## src/rtl/clasificador_pkg.sv

```systemverilog
// Shared definitions for the ingress classifier: FSM encoding, lane constants and selector width.
package clasificador_pkg;

    localparam int unsigned SEL_BITS = 2;

    localparam logic [SEL_BITS-1:0] s0 = 2'b00;
    localparam logic [SEL_BITS-1:0] s1 = 2'b01;
    localparam logic [SEL_BITS-1:0] s2 = 2'b10;
    localparam logic [SEL_BITS-1:0] s3 = 2'b11;

    typedef enum logic [1:0] {
        StIdle      = 2'b00,
        StEnviar    = 2'b01,
        StBloqueado = 2'b10
    } estado_e;

endpackage

```

## src/rtl/fifo_sincrono.sv

```systemverilog
// Synchronous DATA_BITS x FIFO_DEPTH buffer with registered full/empty flags and occupancy count.
module fifo_sincrono #(
    parameter int unsigned DATA_BITS  = 4,
    parameter int unsigned FIFO_DEPTH = 4,
    parameter int unsigned CNT_BITS   = $clog2(FIFO_DEPTH) + 1
) (
    input  logic                 clk,
    input  logic                 reset,
    input  logic                 push,
    input  logic                 pop,
    input  logic [DATA_BITS-1:0] dato_in,
    output logic [DATA_BITS-1:0] head,
    output logic                 full,
    output logic                 empty,
    output logic [CNT_BITS-1:0]  count
);

    localparam int unsigned PTR_BITS = $clog2(FIFO_DEPTH);

    logic [DATA_BITS-1:0] mem_q [FIFO_DEPTH];
    logic [PTR_BITS-1:0]  wr_ptr_q, wr_ptr_d;
    logic [PTR_BITS-1:0]  rd_ptr_q, rd_ptr_d;
    logic [CNT_BITS-1:0]  count_q, count_d;
    logic                 full_q, empty_q;

    // Depth is a power of two, so pointers wrap by plain overflow.
    always_comb begin
        wr_ptr_d = push ? wr_ptr_q + PTR_BITS'(1) : wr_ptr_q;
        rd_ptr_d = pop  ? rd_ptr_q + PTR_BITS'(1) : rd_ptr_q;
        count_d  = count_q;
        unique case ({push, pop})
            2'b10:   count_d = count_q + CNT_BITS'(1);
            2'b01:   count_d = count_q - CNT_BITS'(1);
            default: count_d = count_q;
        endcase
    end

    always_ff @(posedge clk) begin
        if (reset) begin
            wr_ptr_q <= '0;
            rd_ptr_q <= '0;
            count_q  <= '0;
            full_q   <= 1'b0;
            empty_q  <= 1'b1;
        end else begin
            wr_ptr_q <= wr_ptr_d;
            rd_ptr_q <= rd_ptr_d;
            count_q  <= count_d;
            full_q   <= (count_d == CNT_BITS'(FIFO_DEPTH));
            empty_q  <= (count_d == '0);
        end
    end

    always_ff @(posedge clk) begin
        if (push) begin
            mem_q[wr_ptr_q] <= dato_in;
        end
    end

    assign head  = mem_q[rd_ptr_q];
    assign full  = full_q;
    assign empty = empty_q;
    assign count = count_q;

endmodule

```

## src/rtl/clasificador_demux.sv

```systemverilog
// Ingress classifier feeding the 4-way demux with per-lane head-of-line back-pressure.
// Optional issued-word counter on port cuenta when CONTADOR_ENVIOS_EN is defined.
module clasificador_demux
    import clasificador_pkg::*;
#(
    parameter int unsigned DATA_BITS  = 4,
    parameter int unsigned FIFO_DEPTH = 4
) (
    input  logic                 clk,
    input  logic                 reset,
    input  logic                 push,
    input  logic [DATA_BITS-1:0] dato_in,
    input  logic [3:0]           pausa,
    output logic                 enb,
    output logic [DATA_BITS-1:0] entrada,
    output logic [SEL_BITS-1:0]  selector,
    output logic                 fifo_full,
    output logic                 fifo_empty,
    output logic                 error
`ifdef CONTADOR_ENVIOS_EN
    ,
    output logic [7:0]           cuenta
`endif
);

    localparam int unsigned CNT_BITS = $clog2(FIFO_DEPTH) + 1;

    logic [DATA_BITS-1:0] head;
    logic [CNT_BITS-1:0]  count;
    logic [SEL_BITS-1:0]  head_dest;
    logic                 pop_ok, push_ok;

    logic                 enb_q, enb_d;
    logic [DATA_BITS-1:0] entrada_q, entrada_d;
    logic [SEL_BITS-1:0]  selector_q, selector_d;
    logic                 error_q, error_d;
    estado_e              state_q, state_d;

    fifo_sincrono #(
        .DATA_BITS  (DATA_BITS),
        .FIFO_DEPTH (FIFO_DEPTH),
        .CNT_BITS   (CNT_BITS)
    ) u_fifo (
        .clk     (clk),
        .reset   (reset),
        .push    (push_ok),
        .pop     (pop_ok),
        .dato_in (dato_in),
        .head    (head),
        .full    (fifo_full),
        .empty   (fifo_empty),
        .count   (count)
    );

    // A full FIFO still takes a word when the head leaves in the same cycle.
    always_comb begin
        head_dest = head[DATA_BITS-1 -: SEL_BITS];
        pop_ok    = !fifo_empty && !pausa[head_dest];
        push_ok   = push && (!fifo_full || pop_ok);
    end

    always_comb begin
        enb_d      = pop_ok;
        entrada_d  = pop_ok ? head : entrada_q;
        selector_d = pop_ok ? head_dest : selector_q;
        error_d    = error_q | (push & ~push_ok);
    end

    always_comb begin
        state_d = state_q;
        unique case (state_q)
            StIdle: begin
                if (!fifo_empty) state_d = pop_ok ? StEnviar : StBloqueado;
            end
            StEnviar: begin
                if (pop_ok) begin
                    if (count == CNT_BITS'(1) && !push_ok) state_d = StIdle;
                end else begin
                    state_d = fifo_empty ? StIdle : StBloqueado;
                end
            end
            StBloqueado: begin
                if (pop_ok) state_d = StEnviar;
            end
            default: state_d = StIdle;
        endcase
    end

    always_ff @(posedge clk) begin
        if (reset) begin
            enb_q      <= 1'b0;
            entrada_q  <= '0;
            selector_q <= '0;
            error_q    <= 1'b0;
            state_q    <= StIdle;
        end else begin
            enb_q      <= enb_d;
            entrada_q  <= entrada_d;
            selector_q <= selector_d;
            error_q    <= error_d;
            state_q    <= state_d;
        end
    end

`ifdef CONTADOR_ENVIOS_EN
    logic [7:0] cuenta_q;

    always_ff @(posedge clk) begin
        if (reset) begin
            cuenta_q <= '0;
        end else if (pop_ok && cuenta_q != 8'hFF) begin
            cuenta_q <= cuenta_q + 8'd1;
        end
    end

    assign cuenta = cuenta_q;
`endif

    assign enb      = enb_q;
    assign entrada  = entrada_q;
    assign selector = selector_q;
    assign error    = error_q;

endmodule

```

## config.mk

```make
export PLATFORM = sky130hd
export DESIGN_NAME = clasificador_demux
export DESIGN_NICKNAME = d
export VERILOG_FILES = /design/src/rtl/clasificador_pkg.sv /design/src/rtl/fifo_sincrono.sv /design/src/rtl/clasificador_demux.sv
export SDC_FILE = /design/constraint.sdc
export NUM_CORES = 1
export LEC_CHECK = 0
export CAP_MARGIN = 15
export CORE_UTILIZATION = 56
export DETAILED_ROUTE_END_ITERATION = 10
export PLACE_DENSITY = 0.89
export SYNTH_ARGS = -nofsm -noshare
export SYNTH_HDL_FRONTEND = slang
export SYNTH_HIERARCHICAL = 1
export SYNTH_SLANG_ARGS = --single-unit
```

## constraint.sdc

```tcl
create_clock -name clk -period 8.65 [get_ports clk]
set_input_delay 0.865 -clock clk [delete_from_list [all_inputs] [get_ports clk]]
set_output_delay 0.865 -clock clk [all_outputs]
set_load 0.1 [all_outputs]
```

==> reports/qor.yml <==
setup_path:
  critPathSlowestCell: "mux4_2"
  cp.required_ns: 8.86
  path_cells: "mux4_2 > mux2_4 > a2bb2oi_4 > a21boi_1 > inv_1 > ha_1 > inv_1 > fa_1 > a311oi_1 > a211oi_1"
  cpMostUsedCell: "inv_1"
  path_class: "register to register"
  setup.worst_path.end_class: "register"
  crit_arrival_ns: 3.74
  regToRegSetupSlack_ns: 5.11
  start_kind: "register"
  slowest_delay_ns: 0.61
  reg2reg_depth: 10
  crit_fanout: 7
  r2r-end: "u_fifo/empty"
die:
  num_rows: 17
  die_y_um: 52.0
  coreArea_um2: 2280
  die_w_um: 52.0
  initial_core_util: 0.615
  dieArea_um2: 2700
  ios: 21
outcome:
  run_status: "completed"
logic_synthesis:
  synth_top_area_frac: 0.343
  syn-num-nets: 123
  yosysWarnings: 6
  ys_types: 31
  synthFlopType: "dfxtp_1"
  synth_seq_area_share: 0.587
  syn_area_um2: 1400
  syn_area_per_cell_um2: 13.2
  synth_cells: 106
  ys_ff_latch: 33
  synth_async_sr_flop_share: 0
  synth_edf_count: 16
  synth.top_cells.by_area: "edfxtp_1 (34%), dfxtp_1 (24%), mux4_2 (6.4%)"
  netlist.top_cell.by_area: "edfxtp_1"
timing:
  tightestPinTransition_ns: 0.981
  rsz0062_at_grt: "false"
  slew_violations: 0
  hold_viol_final: 0
  fin_skew_ns: 0.0129
  fin_ws_ns: 5.11
  holdWs_ns: 0.464
  min_period_ns: 3.54
  fin_crit_sh: 0.409
  max_freq_mhz: 283
  slew_headroom: 0.344
  finalSetupViolations: 0
  finalSetupTns_ns: 0
layout:
  n_antenna_cell: 0
  area_growth_pct: 22.8
  finish.utilization: 0.755
  fin_area_um2: 1720
  fin_nets: 147
  drive_gt1_frac: 0.130
  num-fill-cells: 149
  layout_commonest_cell: "clkdlybuf4s50_1"
  layout_common_cells: "clkdlybuf4s50_1 (20), dfxtp_1 (17), edfxtp_1 (16)"
global_routing:
  grt_antenna_before_repair: 0
  grt_start_max_net_pins: 15
  grt_first_pass_wirelength_um: 3810
  gr-total-overflow: 0
  grt_pass1_vias: 845
  grt_use_total: 0.217
detailed_routing:
  routedWlPerCell_um: 14.7
  via_per_inst: 5.47
  first_iter_violations: 15
  ant_nets: 0
  wl_um: 2340
  firstDrtPassIters: 4
  drc: 0
  dr_total_vias: 869
pwr:
  p_leak_nw: 0.663
  ir_drop_v: 0.000282
  powerDensity_nw_per_um2: 352
placement:
  port_buffers: 20
  hpwl_um: 1670
  place.gp.congestion: 0.753
  place_area_um2: 1620
  dp_slack_ns: 4.98
clocking:
  cts_buffer_depth: 2
  postCtsHoldBufs: 0
  ctsResizeCount: 0
  htree_levels: 2
  clk_latency_ns: 0.34
  cts_tree: "yes"
  cts_sinks: 33
  post_cts_buffers: 0
  ctsRootBufferMaster: "clkbuf_4"
  cts_made_buffers: 5
  cts.reportedPaths.clkPinSlew_ns: 0.10
hold_path:
  min_to: "entrada[0]"
  worstHoldStart: "entrada[0]"
  holdPathStages: 2
  hold_path_class: "register to register"
job:
  drv_cap: 0
==> worst max path at each step <==
| stage | from | slack [ns] | endpoint | depth (start not counted) |
|---|---|---|---|---|
| 2_1_floorplan | register | 5.48 | u_fifo/full | 11 |
| 3_3_place_gp | pausa[0] | 5.14 | u_fifo/empty | 10 |
| 3_5_place_dp | pausa[0] | 4.98 | u_fifo/empty | 10 |
| 4_1_cts | register | 5.10 | u_fifo/empty | 10 |
| 5_1_grt | register | 4.90 | u_fifo/empty | 10 |
| 6_report | register | 5.11 | u_fifo/empty | 10 |
==> power breakdown <==
part           total, mW  internal, mW  leakage (nW)  switching [mW]
clock              0.140        0.0894        0.0552          0.0503
sequential         0.219         0.194         0.286          0.0245
combinational      0.247        0.0857         0.321           0.161
total              0.605         0.369         0.663           0.236
==> flip-flops by register name, summed over array words and instances, names as in the netlist, named ones only <==
register	cells
selector	2
entrada	2
u_fifo/full	1
u_fifo/empty	1
u_fifo/mem_q	16
u_fifo/wr_ptr_q	2
error	1
enb	1
u_fifo/count	3
u_fifo/rd_ptr_q	2
==> layout make-up <==
class | instances | area (um^2) | share of cell area
flip-flops and latches | 33 | 821 | 0.478
well taps | 28 | 35.0 | 0.0204
multi-input cells | 61 | 526 | 0.306
clock buffers | 5 | 37.5 | 0.0218
clock inverters | 3 | 65.1 | 0.0379
repair buffers | 20 | 200 | 0.117
inverters | 9 | 33.8 | 0.0197
==> Yosys cell counts (2+ instances only) <==
master and instances:
nor2b_1 2, nand2_1 9, ha_1 5, xor2_1 3
xnor2_1 2, mux4_2 4, a211oi_1 2, o21ai_0 2
and2_1 4, edfxtp_1 16, dfxtp_1 17, buf_4 2
mux2i_1 5, inv_1 9, nor2_1 8
==> per-stage QoR <==
step | cells | power [mW]
finish | 159 | 0.605
global route | 159 | 0.636
CTS | 159 | 0.609
detailed placement | 151 | 0.468
global placement | 151 | 0.460
floorplan | 106 | 0.418
==> kinds of logic after synthesis <==
logic type,Yosys count,share of synthesized area
XOR/XNOR,5,0.0313
AND/OR/NAND/NOR,29,0.106
adder cells (fa/ha/maj),6,0.0590
flip-flops,33,0.587
buffers and inverters,12,0.0376
AO/OA/AOI/OAI,11,0.0689
multiplexers,10,0.111
==> routing by layer <==
metal  GRT usage  vias up  part of all wire
met5           0        -                 0
met1       0.221      409              0.42
met3      0.0965        9             0.066
met4      0.0946        0             0.016
li1            -      419                 -
met2       0.378       32              0.50
==> worst max-delay path: cells and delay by family, from the launching register on <==
kind                       cells  cell delay [ns]
AOI/OAI and AO/OA              4             1.09
adders and majority gates      2             0.68
buffers and inverters          2             0.17
DFF                            1             0.49
muxes                          2             0.95
Power figures use the tool's default switching activity.
